## config.mk

```make
export PLATFORM = sky130hd
export DESIGN_NAME = bomb_controller
export DESIGN_NICKNAME = d
export VERILOG_FILES = /design/src/rtl/bomb_controller.sv
export SDC_FILE = /design/constraint.sdc
export NUM_CORES = 1
export LEC_CHECK = 0
export ABC_AREA = 1
export CAP_MARGIN = 20
export CORE_ASPECT_RATIO = 1.5
export CORE_MARGIN = 5
export CORE_UTILIZATION = 23
export DETAILED_ROUTE_END_ITERATION = 7
export GPL_TIMING_DRIVEN = 0
export PLACE_DENSITY = 0.41
export SYNTH_ARGS = -nofsm -noshare
export SYNTH_HDL_FRONTEND = slang
export SYNTH_SLANG_ARGS = --single-unit
```

## constraint.sdc

```tcl
create_clock -name Clk -period 2.27 [get_ports Clk]
set_clock_uncertainty 0.15 [all_clocks]
set_input_delay 0.454 -clock Clk [delete_from_list [all_inputs] [get_ports Clk]]
set_output_delay 0.454 -clock Clk [all_outputs]
set_load 0.005 [all_outputs]
```

## src/rtl/bomb_controller.sv

```systemverilog
// bomb_controller: two independent bomb slots (one per player), each running a
// frame-counted fuse and a three-phase plus-shaped explosion, plus sticky
// per-player death flags derived from the active blasts.
module bomb_controller #(
    parameter int FUSE_FRAMES  = 120,
    parameter int PHASE_FRAMES = 20,
    parameter int RADIUS       = 2
) (
    input  logic       Clk,
    input  logic       Reset,
    input  logic       frame_tick,
    input  logic [4:0] game_state,
    input  logic [7:0] keycode,
    input  logic [3:0] p1_tx,
    input  logic [3:0] p1_ty,
    input  logic [3:0] p2_tx,
    input  logic [3:0] p2_ty,
    output logic       p1die,
    output logic       p2die,
    output logic [3:0] b1_tx,
    output logic [3:0] b1_ty,
    output logic [3:0] b2_tx,
    output logic [3:0] b2_ty,
    output logic [2:0] b1_phase,
    output logic [2:0] b2_phase
);

    // Slot states double as the phase code seen by the renderer.
    typedef enum logic [2:0] {
        S_IDLE = 3'd0,
        S_FUSE = 3'd1,
        S_EX1  = 3'd2,
        S_EX2  = 3'd3,
        S_EX3  = 3'd4
    } slot_state_t;

    typedef struct packed {
        slot_state_t st;
        logic [7:0]  cnt;
        logic [3:0]  bx;
        logic [3:0]  by;
    } slot_t;

    localparam logic [4:0] GS_PLAY    = 5'b11000;
    localparam logic [4:0] GS_PAUSE   = 5'b11111;
    localparam logic [7:0] KEY_P1     = 8'h19;
    localparam logic [7:0] KEY_P2     = 8'h13;
    localparam logic [7:0] FUSE_LAST  = 8'(FUSE_FRAMES - 1);
    localparam logic [7:0] PHASE_LAST = 8'(PHASE_FRAMES - 1);
    localparam logic [4:0] R_SMALL    = 5'd1;
    localparam logic [4:0] R_BIG      = 5'(RADIUS);

    slot_t      slot_q [2];
    slot_t      slot_d [2];
    logic [7:0] prev_key;
    logic       in_play;
    logic       in_pause;
    logic [1:0] place;
    logic [1:0] hit;
    logic       p1die_d;
    logic       p2die_d;

    function automatic logic [7:0] place_key(input int idx);
        return (idx == 0) ? KEY_P1 : KEY_P2;
    endfunction

    // Distance between two tiles along one axis, widened so max-min never wraps.
    function automatic logic [4:0] abs_diff(input logic [3:0] a, input logic [3:0] b);
        if (a > b)
            return {1'b0, a} - {1'b0, b};
        else
            return {1'b0, b} - {1'b0, a};
    endfunction

    // True when tile (x,y) lies on the plus-shaped blast of slot s.
    function automatic logic in_blast(input slot_t s, input logic [3:0] x, input logic [3:0] y);
        logic [4:0] r;
        logic       active;
        r      = (s.st == S_EX2) ? R_BIG : R_SMALL;
        active = (s.st == S_EX1) || (s.st == S_EX2) || (s.st == S_EX3);
        return active && (((x == s.bx) && (abs_diff(y, s.by) <= r)) ||
                          ((y == s.by) && (abs_diff(x, s.bx) <= r)));
    endfunction

    assign in_play  = (game_state == GS_PLAY);
    assign in_pause = (game_state == GS_PAUSE);

    // Placement request: rising edge of the slot's key, idle slot, play state only.
    always_comb begin
        for (int i = 0; i < 2; i++) begin
            place[i] = in_play && (slot_q[i].st == S_IDLE) &&
                       (prev_key != place_key(i)) && (keycode == place_key(i));
        end
    end

    // Per-slot next state: fuse and explosion phases advanced by frame ticks.
    always_comb begin
        for (int i = 0; i < 2; i++) begin
            // NOTE: every combinational output gets its hold value first, so no path infers a latch.
            slot_d[i] = slot_q[i];
            if (!in_play && !in_pause) begin
                slot_d[i].st  = S_IDLE;
                slot_d[i].cnt = '0;
            end else if (in_play) begin
                case (slot_q[i].st)
                    S_IDLE: begin
                        if (place[i]) begin
                            slot_d[i].st  = S_FUSE;
                            slot_d[i].cnt = '0;
                            slot_d[i].bx  = (i == 0) ? p1_tx : p2_tx;
                            slot_d[i].by  = (i == 0) ? p1_ty : p2_ty;
                        end
                    end
                    S_FUSE: begin
                        if (frame_tick) begin
                            if (slot_q[i].cnt == FUSE_LAST) begin
                                slot_d[i].st  = S_EX1;
                                slot_d[i].cnt = '0;
                            end else begin
                                slot_d[i].cnt = slot_q[i].cnt + 8'd1;
                            end
                        end
                    end
                    S_EX1: begin
                        if (frame_tick) begin
                            if (slot_q[i].cnt == PHASE_LAST) begin
                                slot_d[i].st  = S_EX2;
                                slot_d[i].cnt = '0;
                            end else begin
                                slot_d[i].cnt = slot_q[i].cnt + 8'd1;
                            end
                        end
                    end
                    S_EX2: begin
                        if (frame_tick) begin
                            if (slot_q[i].cnt == PHASE_LAST) begin
                                slot_d[i].st  = S_EX3;
                                slot_d[i].cnt = '0;
                            end else begin
                                slot_d[i].cnt = slot_q[i].cnt + 8'd1;
                            end
                        end
                    end
                    S_EX3: begin
                        if (frame_tick) begin
                            if (slot_q[i].cnt == PHASE_LAST) begin
                                slot_d[i].st  = S_IDLE;
                                slot_d[i].cnt = '0;
                            end else begin
                                slot_d[i].cnt = slot_q[i].cnt + 8'd1;
                            end
                        end
                    end
                    default: begin
                        slot_d[i].st  = S_IDLE;
                        slot_d[i].cnt = '0;
                    end
                endcase
            end
        end
    end

    // Hit test of each player against both bombs, from the current registered phase.
    always_comb begin
        hit[0] = in_blast(slot_q[0], p1_tx, p1_ty) || in_blast(slot_q[1], p1_tx, p1_ty);
        hit[1] = in_blast(slot_q[0], p2_tx, p2_ty) || in_blast(slot_q[1], p2_tx, p2_ty);
    end

    // Sticky death flags: set by a hit in play, held in pause, cleared otherwise.
    always_comb begin
        p1die_d = 1'b0;
        p2die_d = 1'b0;
        if (in_play) begin
            p1die_d = p1die | hit[0];
            p2die_d = p2die | hit[1];
        end else if (in_pause) begin
            p1die_d = p1die;
            p2die_d = p2die;
        end
    end

    // State, previous keycode and death flag registers.
    always_ff @(posedge Clk) begin
        // NOTE: reset is synchronous and clears every register, so all outputs read 0 one edge after Reset.
        if (Reset) begin
            for (int i = 0; i < 2; i++) begin
                slot_q[i] <= '{st: S_IDLE, cnt: 8'd0, bx: 4'd0, by: 4'd0};
            end
            prev_key <= 8'h00;
            p1die    <= 1'b0;
            p2die    <= 1'b0;
        end else begin
            // NOTE: sequential state uses non-blocking assignments so all registers update together.
            for (int i = 0; i < 2; i++) begin
                slot_q[i] <= slot_d[i];
            end
            prev_key <= keycode;
            p1die    <= p1die_d;
            p2die    <= p2die_d;
        end
    end

    assign b1_tx    = slot_q[0].bx;
    assign b1_ty    = slot_q[0].by;
    assign b2_tx    = slot_q[1].bx;
    assign b2_ty    = slot_q[1].by;
    assign b1_phase = slot_q[0].st;
    assign b2_phase = slot_q[1].st;

endmodule

```

# Yosys cells after proc, flatten, opt, wreduce, memory -nomap -nowiden
# Memory sizes are Yosys's and may differ from the RTL's.
# Cells that the tools add are included.
# Widths: inputs -> output; s select.
# classes
n_eq_ne	27
n_addsub	18
order_cmp	16
bitwise	4
muxes	50
reduce_logical	33
# op_table
operator	n
$mux 19	6
$mux 11	10
$pmux 11 s5	2
$sub 4x4->5	16
$mux 8	8
$mux 5	8
$eq 4x4->1	8
$eq 8x5->1 const B	4
$gt 4x4->1	8
$mux 3	8
$le 5x2->1	4
$le 5x5->1	4
$logic_and 1x1->1	19
$add 8x1->8 const B	2
$eq 8x7->1 const B	2
$ne 8x5->1 const B	2
$eq 3x2->1 const B	4
$eq 5x5->1 const B	2
$logic_or 1x1->1	10
$eq 3x1->1 const B	2
$eq 3x3->1 const B	2
$logic_not 3->1	2
$mux 1	6
$mux 2	2
other kinds (3)	7
# totals
memories	1
wordCells	152
input_bits	32
out_inout_bits	24
ramBits	38
register_bits	10
# mem_list
name	words	width	read_ports	rd_clocked_by_memory_dff	wr	line	rtl
slot_q	2	19	2	0	2	53	slot_t slot_q [2];

# Logic depth before layout (Yosys ltp)
# Gate-level depths: netlist of the first run.
# logic_depth
depth_word	9
ltp_mapped	21
ltp_nobuf	20

# Worst setup path before layout of the first run
# No wires, ideal clock.
# synth_path
path_type	input to register
start	in p1_ty[2]
end	reg p1die
t_required_ns	2.008
path_stages	21
path_buffers	1
t_arrival_ns	2.147
setup_ns	0.112
slack_ns	-0.140
cell_sequence	inv_1 > ha_1 > buf_2 > nand2_1 > inv_1 > nand3_1 > nand3b_1 > nand2_1 > inv_1 > nand2_1 > nand2_1 > ha_1 > inv_1 > o21bai_1 > a21oi_1 > nand3_1 > nand2_1 > nand2_1 > nand2_1 > nand2_1 > nand2_1
# synth_via
elab_chain_len	9
word_cells_on_any_way	23
cone_classes	add/sub (4); order compare (4); eq/ne (2); mux (3); bitwise (1); reduce/logical (9)
# synth_lines
element	line	rtl
start: declaration	15	input logic [3:0] p1_ty,
$sub 4x4->5 (tied with other cells)	72	return {1'b0, b} - {1'b0, a};
$mux 5	69	if (a > b)
$le 5x5->1	81	return active && (((x == s.bx) && (abs_diff(y, s.by) <= r)) ||
$logic_and 1x1->1	81	
$logic_or 1x1->1	81	
$logic_and 1x1->1	81	
$logic_or 1x1->1 (*)	165	hit[0] = in_blast(slot_q[0], p1_tx, p1_ty) || in_blast(slot_q[1], p1_tx, p1_ty);
$or 1x1->1 (*)	174	p1die_d = p1die | hit[0];
$mux 1 (*)	173	if (in_play) begin
end signal: assignment	198	p1die <= p1die_d;
end: declaration	18	output logic p1die,
# Mark *: on every way between the ends. The rest lies on a longest branch, timed or not.
# A chain may end at the register's enable or synchronous reset.

# Final worst setup path of the first run
# layout_path
start	in p1_ty[1]
end	reg p1die
# The elaborated chain is that of the path after synthesis.

==> results of run 1 <==
## cells in the final DEF (no fill, tap or decap), drive strengths merged
cell type and n:
fa 16, or2 1, o21bai 8, nor2 62
a22oi 1, nand3 92, clkinv 2, clkdlybuf4s50 39
a21oi 63, nand3b 2, xor2 18, ha 82
diode 1, nor3 18, clkbuf 11, o21ai 29
dfxtp 48, nand4 10, a21o 1, o21a 1
inv 161, clkinvlp 5, nand2 244, buf 83
nor4 1, o211ai 2
## cells in the mapped netlist (8+ instances only)
master,instances
nor2_1,58
ha_1,82
nand2_1,235
o21ai_0,21
o21bai_1,8
fa_1,16
a21oi_1,60
dfxtp_1,48
xor2_1,18
inv_1,155
nand3_1,90
buf_4,23
buf_2,16
inv_2,8
nor3_1,15
nand4_1,8
## report_power, final
group | switching [W] | internal [W] | total (W)
clock network | 0.000390 | 0.000449 | 0.000839
logic | 0.000366 | 0.000286 | 0.000651
registers | 0.00000199 | 0.000833 | 0.000835
## state kept, by name, summed over array words and instances, names as in the netlist
| signal | flops |
|---|---|
| p1die | 1 |
| slot_q | 38 |
| prev_key | 8 |
| p2die | 1 |
## layer usage
layer,up-vias,part of all wire,track usage
li1,3021,-,-
met1,2537,0.41,0.1335
met2,75,0.55,0.2479
met5,-,0,0
met4,0,0.019,0.02666
met3,19,0.027,0.01938
## logic make-up after synthesis
kind of cell / synth area share
compound gates: 0.1000
xor+xnor: 0.02705
simple gates: 0.3240
fa+ha+maj: 0.2310
flops: 0.1649
buf+inv: 0.1531
## what timing repair did
action	CTS	global route
buffers inserted	21	16
gates resized for setup	199	57
hold buffers	0	0
endpoints found under the setup margin	2	13
pin swaps	44	43
## area by class of cell
type | instances | area [µm²]
fill | 2785 | 17130
multi-input combinational | 651 | 4518
sequential | 48 | 1013
timing repair buffer | 92 | 877.1
inverter | 166 | 678.2
tap | 328 | 410.4
buffer | 35 | 265.3
clock buffer | 6 | 138.9
clock inverter | 2 | 17.52
antenna | 1 | 2.502
## how the worst max path moves through the flow
stage             to  slack, ps
2_1_floorplan  p2die        -90
3_3_place_gp   p2die      -1570
3_5_place_dp   p2die      -1550
4_1_cts        p2die       -220
5_1_grt        p1die       -340
6_report       p1die       -230
## worst min-delay path, delay by kind of cell
kind / cells / cell delay (ps)
AOI/OAI and AO/OA: 2 / 180
buffers and inverters: 1 / 90
## metrics by stage
| stage | TNS, ps | instances | instance area, µm² | util | hold slack [ps] |
|---|---|---|---|---|---|
| floorplan | -172.2 | 906 | 6057 | - | 291.9 |
| global placement | -7060 | 1289 | 7018 | 0.2801 | 299.2 |
| detailed placement | -6529 | 1289 | 7018 | 0.2801 | 290.4 |
| CTS | -425.7 | 1314 | 7609 | 0.3037 | 314.5 |
| global route | -685.2 | 1328 | 7919 | 0.3161 | 320.5 |
| finish | -420.1 | 1329 | 7921 | 0.3162 | 309.8 |
==> run_results.csv, run 1 <==
group,metric,value,unit
run_status,status,"finished, violations left",
run_status,violations,"setup timing",
synthesis,synth.top_cell.area_share,0.1760,
grt,grt_pass1_wl,28400,µm
timing,setup_violations,2,
timing,hold_viol,0,
timing,drv_slew,0,
critical_path,r2r_start,"slot_q[0][4]",
critical_path,path_delay_family,"adder cells",
synthesis,ys_warn_count,0,
route,drt_pass1_iterations,4,
power,power.leakage,3.579,nW
synthesis,yosysSeqAreaShare,0.1649,
placement,io_buffers,55,
synthesis,ys_types,38,
route,vias,5652,
critical_path,worst_setup_path_end_kind,"flop",
placement,dp_hpwl,14700,µm
floorplan,rows,71,
clocking,clock_path_buffers,2,
job,cap_viol_max_count,0,
synthesis,synthesis.nets,1036,
clocking,worstSkewPairLatency,310,ps
power,ir_worst_vdd,291.0,µV
placement,place_ws,-1549,ps
critical_path,regToRegSetupSlack,-190,ps
floorplan,die_y,205.0,µm
clocking,htree_levels,2,
critical_path,crit_top_cell,"nand2_1",
clocking,root_buffer,"clkbuf_16",
floorplan,die_area,0.02869,mm²
critical_path,ff2ff_path_depth,16,
min_path,hold_path.class,"primary input to flop",
floorplan,core-area,0.02505,mm²
critical_path,crit_cells,17,
synthesis,ys_ff_latch,48,
grt,grt_max_degree,17,
min_path,hold_end,"slot_q[0][24]",
placement,gp_congestion,0.8106,
synthesis,syn_inst,906,
power,finalPower,0.002325,W
clocking,cts_tree,"yes",
timing,worst_pin_slew,488.7,ps
clocking,clk_pin_slew,80,ps
route,wl_per_cell,13.46,µm
min_path,hold_start,"p2_tx[1]",
timing,max-slew-margin-rel,0.6742,
critical_path,path_cells,"buf_12 -> clkinvlp_4 -> buf_4 -> buf_4 -> fa_1 -> nand2_1 -> nand2_2 -> ha_4 -> inv_1 -> o21bai_1 -> a21oi_1 -> nand3_1 -> nand2_1 -> nand2_1 -> nand2_2 -> nand2_1 -> nand2_1",
route,ant_nets,0,
clocking,cts_buffers,5,
critical_path,slowest_stage,"fa_1",
grt,track_usage,0.1234,
route,drt-initial-drc-count,135,
grt,grt_pass1_vias,5543,
finish,drive_above_1_share,0.2820,
critical_path,slowest_delay,460,ps
synthesis,synth-edff-count,0,
critical_path,path_buf_inv,5,
timing,min_period,2502,ps
grt,grt_overflow,0,
critical_path,worstSetupPathType,"primary input to flop",
critical_path,required,2330,ps
critical_path,crit_arrival,2560,ps
route,wl,17890,µm
critical_path,rr_endpoint,"p2die",
clocking,cts_sinks,48,
critical_path,crit_path_max_fanout,4,
min_path,whs_path_depth,3,
synthesis,synth_area_per_cell,6.433,µm²
grt,grt_antenna_before_repair,0,
critical_path,startpoint,"p1_ty[1]",
timing,fin_crit_sh,1.102,
synthesis,synthArstFlopShare,0,
finish,nets,1129,
floorplan,die_w,140.0,µm
timing,fmax,399.6,MHz
floorplan,start_util,0.2326,
critical_path,crit_path_start_kind,"primary input",
synthesis,syn_area,0.005828,mm²
floorplan,num_io_pins,56,
synthesis,ys.flop_type,"dfxtp_1",
route,viasPerCell,4.253,
synthesis,synth_area_leaders,"ha_1, dfxtp_1, nand2_1",
timing,rsz0062_at_grt,"true",
synthesis,synth_area_leader_cell,"ha_1",
route,drc,0,
timing,worst_slack,-232.2,ps
power,power.density,293.6,mW/mm²
finish,syn2layout_area_growth,35.92,%
No activity file was read; power rests on OpenSTA's default activity.
==> run 2: changes to the inputs <==
--- a/config.mk
+++ b/config.mk
@@ -13,6 +13,7 @@
 export DETAILED_ROUTE_END_ITERATION = 7
 export GPL_TIMING_DRIVEN = 0
 export PLACE_DENSITY = 0.41
+export SLEW_MARGIN = 20
 export SYNTH_ARGS = -nofsm -noshare
 export SYNTH_HDL_FRONTEND = slang
 export SYNTH_SLANG_ARGS = --single-unit
==> results of run 2 <==
Final layout, timing and power as in run 1 (identical DEF).
==> run 3: changes to the inputs <==
--- a/config.mk
+++ b/config.mk
@@ -6,7 +6,7 @@
 export NUM_CORES = 1
 export LEC_CHECK = 0
 export ABC_AREA = 1
-export CAP_MARGIN = 20
+export CAP_MARGIN = 10
 export CORE_ASPECT_RATIO = 1.5
 export CORE_MARGIN = 5
 export CORE_UTILIZATION = 23
==> results of run 3 <==
Final layout, timing and power as in run 1 (identical DEF).
==> RTL edit 1 (flow settings as in run 1) <==
Take the reset off `prev_key` and load it in a clocked block of its own.
--- a/src/rtl/bomb_controller.sv
+++ b/src/rtl/bomb_controller.sv
@@ -186,7 +186,6 @@
             for (int i = 0; i < 2; i++) begin
                 slot_q[i] <= '{st: S_IDLE, cnt: 8'd0, bx: 4'd0, by: 4'd0};
             end
-            prev_key <= 8'h00;
             p1die    <= 1'b0;
             p2die    <= 1'b0;
         end else begin
@@ -194,10 +193,13 @@
             for (int i = 0; i < 2; i++) begin
                 slot_q[i] <= slot_d[i];
             end
-            prev_key <= keycode;
             p1die    <= p1die_d;
             p2die    <= p2die_d;
         end
+    end
+
+    always_ff @(posedge Clk) begin
+        prev_key <= keycode;
     end
 
     assign b1_tx    = slot_q[0].bx;
Check against the original RTL: not equivalent (Yosys sat finds a counterexample within 4 cycles, from zero or initial values and one cycle with Reset high).
==> RTL edit 1 against run 1 <==
- the run still ends with negative setup slack left
- setup slack better by 44 ps
- power up 2.9%
- critical path type unchanged
- sequential cell count unchanged
- count of clock-buffer cells in the layout unchanged
- cell area down 0.85%
- routed wire length down 2.5%
- largest power group unchanged
- area after synthesis down 1.1%
- core utilization about the same
- combinational power down 3.5%
==> RTL edit 1: results (changes against run 1) <==
stage,metric,value,unit,change
outcome,status,"finished, violations left",,
outcome,failing checks,negative setup slack,,
placed_design,pre-CTS setup slack,-1518,ps,+31.22 ps
synthesis,main flop type after synthesis,dfxtp_1,,
power_and_ir_drop,internal power,1661,uW,+6.0%
route,Vias/cell,4.275,,+0.52%
cells_and_area,final net count,1115,,-1.2%
worst_hold_path,Hold Startpoint,keycode[3],,
grt,gr usage total,12.39,%,+0.054 points
cells_and_area,Signal buffers,131,,+3.1%
power_and_ir_drop,VDD IR-drop max,0.2693,mV,-7.5%
cells_and_area,comb_multi_in,646,,-0.77%
timing,final setup TNS,-356.8,ps,+63.35 ps
grt,first-pass GRT wire length,28420,um,about the same
timing,final worst slack,-188.2,ps,+44.01 ps
cells_and_area,clk cell area share,2.262,%,+0.29 points
placed_design,placed instance count,1271,,-1.4%
cells_and_area,buffering overhead,15.17,%,+0.75 points
synthesis,syn nets,1019,,-1.6%
cells_and_area,clk_buf instances,6,,unchanged
synthesis,"flops & latches, synth",48,,unchanged
timing,worst hold slack,261.3,ps,-48.52 ps
cells_and_area,filler cell count,2791,,+0.22%
placed_design,final RePlAce weighted congestion,0.7813,,-3.6%
worst_hold_path,Hold Path Cell Cnt,1,,-2
cells_and_area,share of cells above drive strength 1,26.47,%,-1.7 points
setup_path,depth of the most critical reg-to-reg path,19,,+3
synthesis,Cells after Synth,889,,-1.9%
placed_design,HPWL Detailed,14320,um,-2.6%
cells_and_area,Ant. Diodes,0,,-1
route,drt total wl,17440,um,-2.5%
route,Iter 0 DRT Violations,138,,+2.2%
setup_path,Critical Path AT,2510,ps,-50 ps
setup_path,Worst R2R Start,slot_q[0][20],,
route,WL/cell,13.27,um,-1.4%
synthesis,commonest cells in the netlist,"nand2_1, inv_1, nand3_1",,
synthesis,top post-synthesis cells by area,"ha_1, dfxtp_1, nand2_1, inv_1, nand3_1",,
setup_path,CP max stage delay,430,ps,-30 ps
grt,initial antenna violation count,0,,unchanged
cells_and_area,largest class,multi-input gates,,
cells_and_area,area occupied by multi-input gates,4453,um^2,-1.4%
grt,largest net degree at the start of global routing,16,,-1
power_and_ir_drop,Leakage,0.003549,uW,-0.84%
clock_tree,H-tree depth,2,,unchanged
synthesis,"Distinct cells, synth",38,,unchanged
timing,# setup viols final,2,,unchanged
worst_hold_path,Hold EP,prev_key[3],,
grt,number of global-route vias before repair,5637,,+1.7%
cells_and_area,Seq area share,12.87,%,+0.078 points
timing,Worst Tran Pin Value,452.0,ps,-36.72 ps
cells_and_area,Non-clk invs,153,,-7.8%
cells_and_area,Sequential Area,1011,um^2,-0.25%
setup_path,CP Launch Point,p1_ty[0],,
synthesis,post-synthesis sequential area ratio,16.67,%,+0.18 points
placed_design,# port buffers,54,,-1.8%
placed_design,dpl cell area,6915,um^2,-1.5%
RTL edit 1: changes by cell type after synthesis, sizes merged, moves of 2 or more:
| cell | change |
|---|---|
| inv | -12 |
| a211oi | +8 |
| o21ai | -8 |
| buf | +2 |
| o21bai | +2 |
| nor2 | +16 |
| nor3 | -10 |
| nand4 | -4 |
| a21oi | -7 |
RTL edit 1: kinds of logic (layout without fill, tap and decap cells):
family	after synthesis	count (layout)	synth area share, %
AO/OA/AOI/OAI	96	96	9.833
XOR/XNOR	18	18	2.735
adder cells (fa/ha/maj)	98	98	23.36
buffers and inverters	195	292	14.91
flip-flops	48	48	16.67
AND/OR/NAND/NOR	434	434	32.49
RTL edit 1: per-layer routing:
| metal | wire (um) | GRT usage [%] | share of wire [%] | vias to the layer above |
|---|---|---|---|---|
| li1 | - | - | - | 2981 |
| met1 | 6938 | 13.14 | 40 | 2540 |
| met2 | 9629 | 24.86 | 55 | 78 |
| met3 | 596 | 2.341 | 3.4 | 18 |
| met4 | 276 | 2.832 | 1.6 | 0 |
| met5 | 0 | 0 | 0 | - |
RTL edit 1: power groups by stage:
stage          Sequential (uW)  Combinational [uW]  Clock, uW
5_1_grt                    837                 714       1000
3_3_place_gp               871                 545          0
2_1_floorplan              870                 362          0
6_report                   836                 628        928
4_1_cts                    836                 590        964
3_5_place_dp               871                 548          0
RTL edit 1: critical path, delay by kind of cell:
| kind | cells | cell delay [ps] |
|---|---|---|
| buffers and inverters | 4 | 380 |
| adder cells (fa/ha/maj) | 3 | 880 |
| AO/OA/AOI/OAI | 2 | 240 |
| AND/OR/NAND/NOR | 8 | 550 |
RTL edit 1: timing repair:
item                       CTS  global route
hold buffers                 0             0
setup endpoints to repair    2            20
resized for setup          178            57
buffers inserted            25            11
pin swaps                   37            35
==> RTL edit 2 (flow settings as in run 1) <==
Made on the original files. Change the parameter `PHASE_FRAMES` from 20 to 19.
--- a/src/rtl/bomb_controller.sv
+++ b/src/rtl/bomb_controller.sv
@@ -3,7 +3,7 @@
 // per-player death flags derived from the active blasts.
 module bomb_controller #(
     parameter int FUSE_FRAMES  = 120,
-    parameter int PHASE_FRAMES = 20,
+    parameter int PHASE_FRAMES = 19,
     parameter int RADIUS       = 2
 ) (
     input  logic       Clk,
Behaviour: same outputs for any inputs over 4 cycles, from zero or initial values and one cycle with Reset high; that may be too few to reach the edited logic, so the function may still have changed.
==> RTL edit 2 against run 1 <==
- the flow still finishes with violations (negative setup slack)
- clock power increased by 11%
- synthesized cell count is 0.11% lower
- sequential cell count unchanged
- die area decreased by 0.27%
- register-to-register slack got worse by 80 ps
- power increased by 2.5%
- cell area shrank 1.1%
- setup slack lost 39 ps
- routed wire length decreased by 0.21%
- area after synthesis down 0.28%
- critical endpoint is now p2die
- highest routed layer unchanged
==> RTL edit 2: results (changes against run 1) <==
stage,metric,value,unit,change
power_and_ir_drop,VDD IR-drop max,0.3315,mV,+14%
worst_hold_path,Hold Startpoint,p1die,,
setup_path,Worst R2R End,p2die,,
timing,Worst Tran Pin Value,548.4,ps,+59.72 ps
setup_path,depth of the most critical reg-to-reg path,15,,-1
worst_hold_path,Hold EP,p1die,,
cells_and_area,Ant. Diodes,0,,-1
placed_design,pre-CTS setup slack,-1680,ps,-131.4 ps
synthesis,commonest cells in the netlist,"nand2_1, inv_1, nand3_1",,
cells_and_area,final net count,1135,,+0.53%
synthesis,Cells after Synth,905,,-0.11%
power_and_ir_drop,Switching Fraction,31.82,%,-0.78 points
synthesis,top post-synthesis cells by area,"ha_1, dfxtp_1, nand2_1, inv_1, nand3_1",,
power_and_ir_drop,Leakage,0.003578,uW,about the same
synthesis,yosys warns,0,,unchanged
setup_path,worst-path fanout max,5,,+1
grt,first-pass GRT wire length,28730,um,+1.2%
route,Vias/cell,4.309,,+1.3%
route,Antenna Violating Nets Remaining,0,,unchanged
cells_and_area,filler cell count,2816,,+1.1%
worst_hold_path,hold crit path type,flop to flop,,
placed_design,HPWL Detailed,14670,um,-0.19%
grt,gr usage total,12.37,%,+0.033 points
timing,max-slew violations,0,,unchanged
cells_and_area,share of cells above drive strength 1,25.00,%,-3.2 points
timing,# setup viols final,2,,unchanged
route,drt first pass iters,4,,unchanged
clock_tree,TritonCTS Buffers,5,,unchanged
synthesis,"Distinct cells, synth",38,,unchanged
placed_design,dpl cell area,7007,um^2,-0.16%
setup_path,flop2flop setup slack,-270,ps,-80 ps
clock_tree,Worst-path clk slew,80,ps,about the same
synthesis,asr flop ratio synth,0,%,unchanged
grt,largest net degree at the start of global routing,17,,unchanged
route,Iter 0 DRT Violations,185,,+37%
clock_tree,"Clk Latency, worst-skew pair",310,ps,about the same
route,WL/cell,13.41,um,-0.43%
setup_path,CP Launch Point,slot_q[0][5],,
timing,final worst slack,-271.7,ps,-39.49 ps
grt,number of global-route vias before repair,5868,,+5.9%
synthesis,syn nets,1037,,+0.097%
worst_hold_path,Hold Path Cell Cnt,2,,-1
placed_design,# port buffers,55,,unchanged
setup_path,worst setup path end,p2die,,
clock_tree,maximum clock insertion buffer count,2,,unchanged
setup_path,Critical Path AT,2650,ps,+90 ps
outcome,status,"finished, violations left",,
setup_path,Setup crit end kind,flop,,
outcome,failing checks,negative setup slack,,
synthesis,post-synthesis sequential area ratio,16.53,%,+0.046 points
clock_tree,Clock Root Buffer,clkbuf_16,,
placed_design,final RePlAce weighted congestion,0.7883,,-2.8%
synthesis,main flop type after synthesis,dfxtp_1,,
==> RTL edit 2: cell types whose count changed in the layout (fill, tap and decap cells not counted), sizes merged, moves of 2 or more <==
| cell | delta |
|---|---|
| nand3 | -2 |
| clkinvlp | +2 |
| inv | -7 |
| nand4 | -4 |
| nor2 | +5 |
| ha | +2 |
| o21ai | -6 |
| clkdlybuf4s15 | +4 |
| a21oi | +4 |
| buf | +2 |
==> RTL edit 2: layer usage <==
layer | routed length (um) | part of all wire, % | GRT usage, % | vias up
met1 | 7178 | 40 | 13.34 | 2653
met3 | 276 | 1.5 | 1.355 | 19
li1 | - | - | - | 3018
met5 | 0 | 0 | 0 | -
met4 | 340 | 1.9 | 3.497 | 0
met2 | 10060 | 56 | 24.95 | 50
==> RTL edit 2: kinds of logic (layout without fill, tap and decap cells) <==
| family | after synthesis | after routing | share of synthesized area, % |
|---|---|---|---|
| AND/OR/NAND/NOR | 433 | 433 | 32.42 |
| flip-flops | 48 | 48 | 16.53 |
| adder cells (fa/ha/maj) | 100 | 100 | 23.60 |
| XOR/XNOR | 18 | 18 | 2.713 |
| AO/OA/AOI/OAI | 104 | 104 | 9.838 |
| buffers and inverters | 202 | 301 | 14.90 |
==> RTL edit 2: metrics by stage <==
step                instances  total power (uW)  utilization (%)  setup TNS [ps]  hold slack (ps)
floorplan                 905              1245                -          -183.7            291.3
global placement         1288              1428            27.97           -9167            281.1
global route             1332              2528            31.27          -775.9            334.5
finish                   1332              2385            31.27          -522.1            307.9
CTS                      1319              2388            29.91          -608.6            301.9
detailed placement       1288              1429            27.97           -9447            286.2
==> RTL edit 2: what timing repair did <==
item                       CTS  global route
cloned                       0             0
setup endpoints to repair    9            11
hold buffers                 0             0
setup buffers               24            15
pin swaps                   28            45
gates resized for setup    131            64
==> RTL edit 2: critical path, stage by stage (launching register included) <==
cell and delay, ps:
dfxtp_4 400, clkinvlp_4 140, buf_4 160, fa_1 490, nand2_1 80, nand2_1 60, ha_1 280, inv_1 60
o21bai_1 60, a21oi_1 150, nand3_1 100, nand2_2 80, nand2_1 50, nand2_1 90, nand2_2 60, nand2_1 60
==> RTL edit 2: final cells by class <==
class | count | share of cell area [%]
inverters | 160 | 8.050
clock inverters | 3 | 0.5910
clock buffers | 5 | 1.597
flip-flops and latches | 48 | 12.87
well taps | 328 | 5.239
plain buffers | 39 | 3.977
multi-input cells | 655 | 56.81
repair buffers | 94 | 10.86
==> RTL edit 2: power by group through the flow <==
stage	Clock, uW	Sequential [uW]	Combinational [uW]
after floorplan	0	870	375
after global placement	0	871	557
after detailed placement	0	871	558
after CTS	969	840	579
after global routing	984	838	705
final	929	838	618
